$ cat config.mk
export PLATFORM = sky130hd
export DESIGN_NAME = clock_period_meter
export DESIGN_NICKNAME = d
export VERILOG_FILES = /design/src/rtl/clock_period_meter.sv
export SDC_FILE = /design/constraint.sdc
export NUM_CORES = 1
export LEC_CHECK = 0
export ABC_CLOCK_PERIOD_IN_PS = 1700
export CAP_MARGIN = 5
export CORE_MARGIN = 2
export CORE_UTILIZATION = 50
export CTS_BUF_LIST = sky130_fd_sc_hd__clkbuf_2 sky130_fd_sc_hd__clkbuf_4 sky130_fd_sc_hd__clkbuf_8
export CTS_CLUSTER_SIZE = 8
export DETAILED_ROUTE_END_ITERATION = 6
export PLACE_DENSITY = 0.8
export SYNTH_ARGS = -nofsm -noshare
export SYNTH_HDL_FRONTEND = slang
export SYNTH_SLANG_ARGS = --single-unit
$ cat constraint.sdc
create_clock -name clock -period 1.7 [get_ports clock]
set_input_delay 0.34 -clock clock [delete_from_list [all_inputs] [get_ports clock]]
set_output_delay 0.34 -clock clock [all_outputs]
set_load 0.005 [all_outputs]
$ cat src/rtl/clock_period_meter.sv
// Measures period and high time of a slow asynchronous input in fast-clock cycles.
// Results are published with a valid/ack handshake; timeout and overrun flags are sticky.
module clock_period_meter #(
    parameter int          COUNT_WIDTH = 20,
    parameter int          SYNC_STAGES = 2,
    parameter int unsigned TIMEOUT     = 20'hFFFFF
) (
    input  logic                   clock,
    input  logic                   reset,
    input  logic                   div_clock,
    input  logic                   ack,
    output logic [COUNT_WIDTH-1:0] period,
    output logic [COUNT_WIDTH-1:0] high_time,
    output logic                   valid,
    output logic                   overrun,
    output logic                   timeout,
    output logic                   locked,
    output logic                   edge_pulse
);

    localparam logic [COUNT_WIDTH-1:0] TO_VAL = COUNT_WIDTH'(TIMEOUT);

    typedef enum logic {IDLE, MEASURE} state_t;

    state_t                 state_q;
    state_t                 state_d;
    logic [SYNC_STAGES-1:0] sync_q;
    logic                   s;
    logic                   s_d;
    logic                   rise;
    logic                   fall;
    logic [COUNT_WIDTH-1:0] cnt;
    logic [COUNT_WIDTH-1:0] hi_lat;
    logic                   arm;
    logic                   publish;
    logic                   expire;

    assign s    = sync_q[SYNC_STAGES-1];
    assign rise = s & ~s_d;
    assign fall = ~s & s_d;

    always_ff @(posedge clock or negedge reset) begin
        if (!reset) begin
            sync_q     <= '0;
            s_d        <= 1'b0;
            edge_pulse <= 1'b0;
        end else begin
            sync_q     <= {sync_q[SYNC_STAGES-2:0], div_clock};
            s_d        <= s;
            edge_pulse <= rise;
        end
    end

    always_ff @(posedge clock or negedge reset) begin
        if (!reset) begin
            state_q <= IDLE;
        end else begin
            state_q <= state_d;
        end
    end

    // A rise always wins over an expiring counter, so a period of exactly TIMEOUT still publishes.
    always_comb begin
        state_d = state_q;
        arm     = 1'b0;
        publish = 1'b0;
        expire  = 1'b0;
        case (state_q)
            IDLE: begin
                if (rise) begin
                    arm     = 1'b1;
                    state_d = MEASURE;
                end
            end
            MEASURE: begin
                if (rise) begin
                    publish = 1'b1;
                end else if (cnt == TO_VAL) begin
                    expire  = 1'b1;
                    state_d = IDLE;
                end
            end
            default: state_d = IDLE;
        endcase
    end

    always_ff @(posedge clock or negedge reset) begin
        if (!reset) begin
            cnt    <= '0;
            hi_lat <= '0;
        end else begin
            if (rise) begin
                cnt <= COUNT_WIDTH'(1);
            end else if (state_q == IDLE || expire) begin
                cnt <= '0;
            end else if (cnt != TO_VAL) begin
                cnt <= cnt + 1'b1;
            end
            if (fall) begin
                hi_lat <= cnt;
            end
        end
    end

    always_ff @(posedge clock or negedge reset) begin
        if (!reset) begin
            timeout <= 1'b0;
            locked  <= 1'b0;
        end else begin
            if (arm) begin
                timeout <= 1'b0;
            end else if (expire) begin
                timeout <= 1'b1;
            end
            if (publish) begin
                locked <= 1'b1;
            end else if (expire) begin
                locked <= 1'b0;
            end
        end
    end

    // An ack landing in the publish cycle consumes the old result, so the overwrite is not an overrun.
    always_ff @(posedge clock or negedge reset) begin
        if (!reset) begin
            period    <= '0;
            high_time <= '0;
            valid     <= 1'b0;
            overrun   <= 1'b0;
        end else if (publish) begin
            period    <= cnt;
            high_time <= hi_lat;
            valid     <= 1'b1;
            if (valid) begin
                overrun <= ~ack;
            end
        end else if (ack && valid) begin
            valid   <= 1'b0;
            overrun <= 1'b0;
        end
    end

endmodule

# After elaboration in Yosys (flattened, before gate mapping)
# Cells that the tools add are included.
dict set report word_totals {
  ff_bits 89
  out_inout_bits 45
}
dict set report classes {
  n_addsub 1
  eq_ne 3
  n_mux 20
  bitwise_logic 6
  n_reduce_logical 7
}
# cell n
set op_table {}
lappend op_table {{$mux W20} 3}
lappend op_table {{$add A20 B1 Y20 const B} 1}
lappend op_table {{$eq A20 B20 Y1 const B} 1}
lappend op_table {{$ne A20 B20 Y1 const B} 1}
lappend op_table {{$mux W1} 16}
lappend op_table {{$reduce_bool A2 Y1} 3}
lappend op_table {{$not A1 Y1} 4}
lappend op_table {{$reduce_bool A3 Y1} 1}
lappend op_table {{$and A1 B1 Y1} 2}
lappend op_table {{$ne A2 B2 Y1 const B} 1}
lappend op_table {{$pmux W1 S2} 1}
lappend op_table {{$reduce_and A2 Y1} 1}
lappend op_table {{$logic_and A1 B1 Y1} 1}
lappend op_table {{$logic_or A1 B1 Y1} 1}

# Longest topological paths before layout
dict set report depth {
  word_depth 7
  depth_mapped 7
  depth_no_buf 5
}

# Worst setup path after synthesis
# Ideal clock, no wire load.
dict set report synth_path {
  kind {reg-to-reg}
  start {reg cnt[0]}
  end {reg state_q}
  setup_time_ns 0.136
  arrival_time_ns 1.616
  required_ns 1.564
  setup_slack_ns -0.051
  path_stages_with_launch 8
  n_path_buf 2
  synth_period_minus_slack_ns 1.751
  path_cell_list {dfrtp_1 -> ha_1 -> buf_2 -> and4_1 -> nand4_1 -> nor4_4 -> buf_6 -> mux2i_2}
}
dict set report synth_via {
  elab_chain_cells 4
}
# item line
set synth_lines {}
lappend synth_lines {{start: declaration} 32} ;# logic [COUNT_WIDTH-1:0] cnt;
lappend synth_lines {{start signal: assignment} 97} ;# cnt <= cnt + 1'b1;
lappend synth_lines {{$eq A20 B20 Y1} 78} ;# end else if (cnt == TO_VAL) begin
lappend synth_lines {{$mux W1} 78}
lappend synth_lines {{$mux W1} 76} ;# if (rise) begin
lappend synth_lines {{$pmux W1 S2} 68} ;# case (state_q)
lappend synth_lines {{named net state_d} 26} ;# state_t state_d;
lappend synth_lines {{end signal: assignment} 58} ;# state_q <= state_d;
lappend synth_lines {{end: declaration} 25} ;# state_t state_q;
# The timed path passes the listed nets, and every way through them passes these cells.
# A chain may end at the register's enable or synchronous reset.

# Worst setup path in the final report
dict set report layout_path {
  start {reg cnt[1]}
  end {reg cnt[10]}
}
dict set report layout_via {
  elab_chain_cells 7
}
# item
set layout_lines {}
lappend layout_lines {{parallel branches: the longest is 7 deep, another holds $add A20 B1 Y20}}
# Several ways; the timed one is not identified. The select of a mux whose other input is x is not followed.

==> results.yml <==
status:
  status: "completed"
die:
  dieArea_um2: 7980
  rows: 31
  boundaryPins: 49
  dieWidth_um: 89.3
  core_area_um2: 7140
  die_h_um: 89.3
  start_util_pct: 51.0
critical_path:
  critPathKind: "flop to flop"
  cp_slowest_cell: "dfrtp_1"
  cp-start-kind: "flop"
  critPathTopFamily: "simple AND/OR/NAND/NOR gates"
  cp_cell_sequence: "ha_1, and4_1, nand4_1, nor4_4, buf_4, nor3_1"
  arrival_ns: 1.83
  cp_data_required_time_ns: 1.92
  critPathBufInv: 1
  reg2regPathDepth: 6
  critPathMaxStageDelay_ns: 0.41
  crit_start: "cnt[1]"
  worstPathMaxFanout: 8
  end_kind: "flop"
  timing.rr.start: "cnt[1]"
  critical_path_depth: 6
placed_design:
  place_ws_ns: 0.0960
  post-place-cells: 425
  gp_congestion: 0.814
  place_area_um2: 4360
  port_buffers: 48
  dp_hpwl_um: 4470
synthesis:
  synth_area_per_cell_um2: 13.4
  netlist_top_cells_count: "dfrtp_1, mux2_2, nor3_1, nand2_1, nand3_1"
  ys_seq_area_share_pct: 61.2
  synth_area_leaders: "dfrtp_1, mux2_2, nor3_1"
  synth_cell_types: 37
  synth_compound_area_share_pct: 3.68
  async_reset_ff_share_pct: 100
  synthSimpleGateAreaFrac_pct: 10.6
  netlist_area_um2: 3640
  postSynthCellCount: 272
  synth_fa_ha_area_share_pct: 0.344
  ys_warn_count: 0
  yosys.area.top_type: "dfrtp_1"
  synth-edff-count: 0
  synth_top_family_by_area: "multiplexers"
  yosysTopAreaCellShare_pct: 61.2
  synth-seq-cells: 89
  synth_fp_nets: 277
  yosys_most_used_dff: "dfrtp_1"
  synth.most_common_cell: "dfrtp_1"
  synthMuxAreaShare_pct: 18.3
  synthXorXnorAreaFrac_pct: 3.13
detailed_routing:
  routedWlPerCell_um: 15.1
  drc: 0
  drt_iter0_drc: 165
  finalWirelength_um: 6660
  vias: 2376
  detail-route-antenna-nets: 0
  avgViaCountPerCell: 5.38
  first_pass_iters: 4
timing:
  period_needed_ns: 1.61
  finClkSkew_ns: 0.00844
  worstMarginPinSlew_ns: 0.446
  fmaxAchievable_mhz: 621
  maxSlewHeadroom_pct: 70.2
  setup_ws_ns: 0.0894
  fin_crit_sh_pct: 94.7
  setup_viol: 0
  finalHoldViolCount: 0
  maxSlewViolCount: 0
  rsz0062_at_grt: "no"
layout:
  antenna_cells: 0
  syn_to_final_growth_pct: 26.0
  final_area_um2: 4590
  drive_gt1_share_pct: 31.5
  instances_no_fill: 442
  nets: 343
pwr:
  ir_worst_vdd_mv: 0.519
  p_total_w: 0.00454
  leakage_nw: 2.13
  powerDensity_nw_per_um2: 990
cts:
  cts_hold_buf: 0
  cts_max_level: 3
  root_buffer: "clkbuf_8"
  cts_tree: "built"
  clk_pin_slew_ns: 0.08
  clkLatencyLatePin_ns: 0.35
  clock_sinks: 89
  cts_buffer_depth: 2
  cts_buffers: 9
global_route:
  grt_pass1_wl_um: 11300
  antenna_found_initial: 0
  grt_max_degree: 90
  grt_use_total_pct: 18.6
  grt_overflow: 0
  first_global_vias: 2411
hold_path:
  hold_class: "input port to asynchronous set/reset pin"
job:
  drv_cap: 0
layout make-up:
cell class,instances,area [um2]
fill,551,2550
inverter,5,18.8
multi-input combinational,161,1310
timing repair buffer,72,683
clock buffer,14,180
sequential,89,2230
clock inverter,2,35.0
tap,99,124
routing by layer:
layer  vias to the layer above  global-route usage (%)  part of all wire, %
met5                         -                       0                    0
met4                         0                    5.43                  1.3
met3                         9                    5.17                  4.4
met2                        49                    30.0                   49
met1                      1210                    25.0                   45
li1                       1108                       -                    -
per-stage QoR:
stage,hold WS [ns],utilization (%),TNS [ns]
2_1_floorplan,0.0444,-,-0.0788
6_report,0.0153,64.3,0
3_5_place_dp,0.336,61.0,0
4_1_cts,0.0376,64.0,0
3_3_place_gp,0.334,61.0,0
5_1_grt,0.0397,64.3,0
state kept, by name, summed over array words and instances (netlist names):
name / cells
cnt: 20
hi_lat: 20
high_time: 20
period: 20
sync_q: 2
edge_pulse: 1
locked: 1
overrun: 1
s_d: 1
state_q: 1
timeout: 1
valid: 1
worst register-to-register path, stage by stage, from the launching register on:
cell	delay [ns]
dfrtp_1	0.41
ha_1	0.20
and4_1	0.22
nand4_1	0.15
nor4_4	0.21
buf_4	0.21
nor3_1	0.08
final timing paths:
path / end / slack, ns
max in group asynchronous: cnt[7] / 1.34
min in group clock: sync_q[1] / 0.35
worst min register to register: sync_q[1] / 0.35
worst max-delay path: cnt[10] / 0.09
worst min-delay path: high_time[7] / 0.02
worst max register to register: cnt[10] / 0.09
cell usage in the layout, fill, tap and decap left out, drive strengths merged, types with 2 or more instances in the layout:
cell	n
inv	5
xor2	7
nor3	16
clkdlybuf4s50	47
o21ai	8
mux2	56
buf	25
nand3	11
nor2	2
or3	2
clkbuf	14
a21o	2
a21oi	4
mux2i	3
nand2	12
nand4	8
xnor2	6
nor4	5
a31oi	2
nand2b	3
and4	4
dfrtp	89
power breakdown:
group,switching (W),internal [W]
clock,0.000682,0.000832
sequential,0.000130,0.00230
combinational,0.000234,0.000362
total,0.00105,0.00349
kinds of logic (layout without fill, tap and decap cells):
group | after synthesis | after routing
DFF | 89 | 89
and+or+nand+nor | 67 | 67
muxes | 59 | 59
buffers and inverters | 22 | 93
AOI/OAI and AO/OA | 21 | 21
xor gates and xnor gates | 13 | 13
adders and majority gates | 1 | 1
what timing repair did:
| item | CTS | global route |
|---|---|---|
| setup buffers | 0 | 1 |
| setup endpoints to repair | 0 | 1 |
| resized for setup | 0 | 6 |
Note: power is estimated with default switching activity, not from simulation.
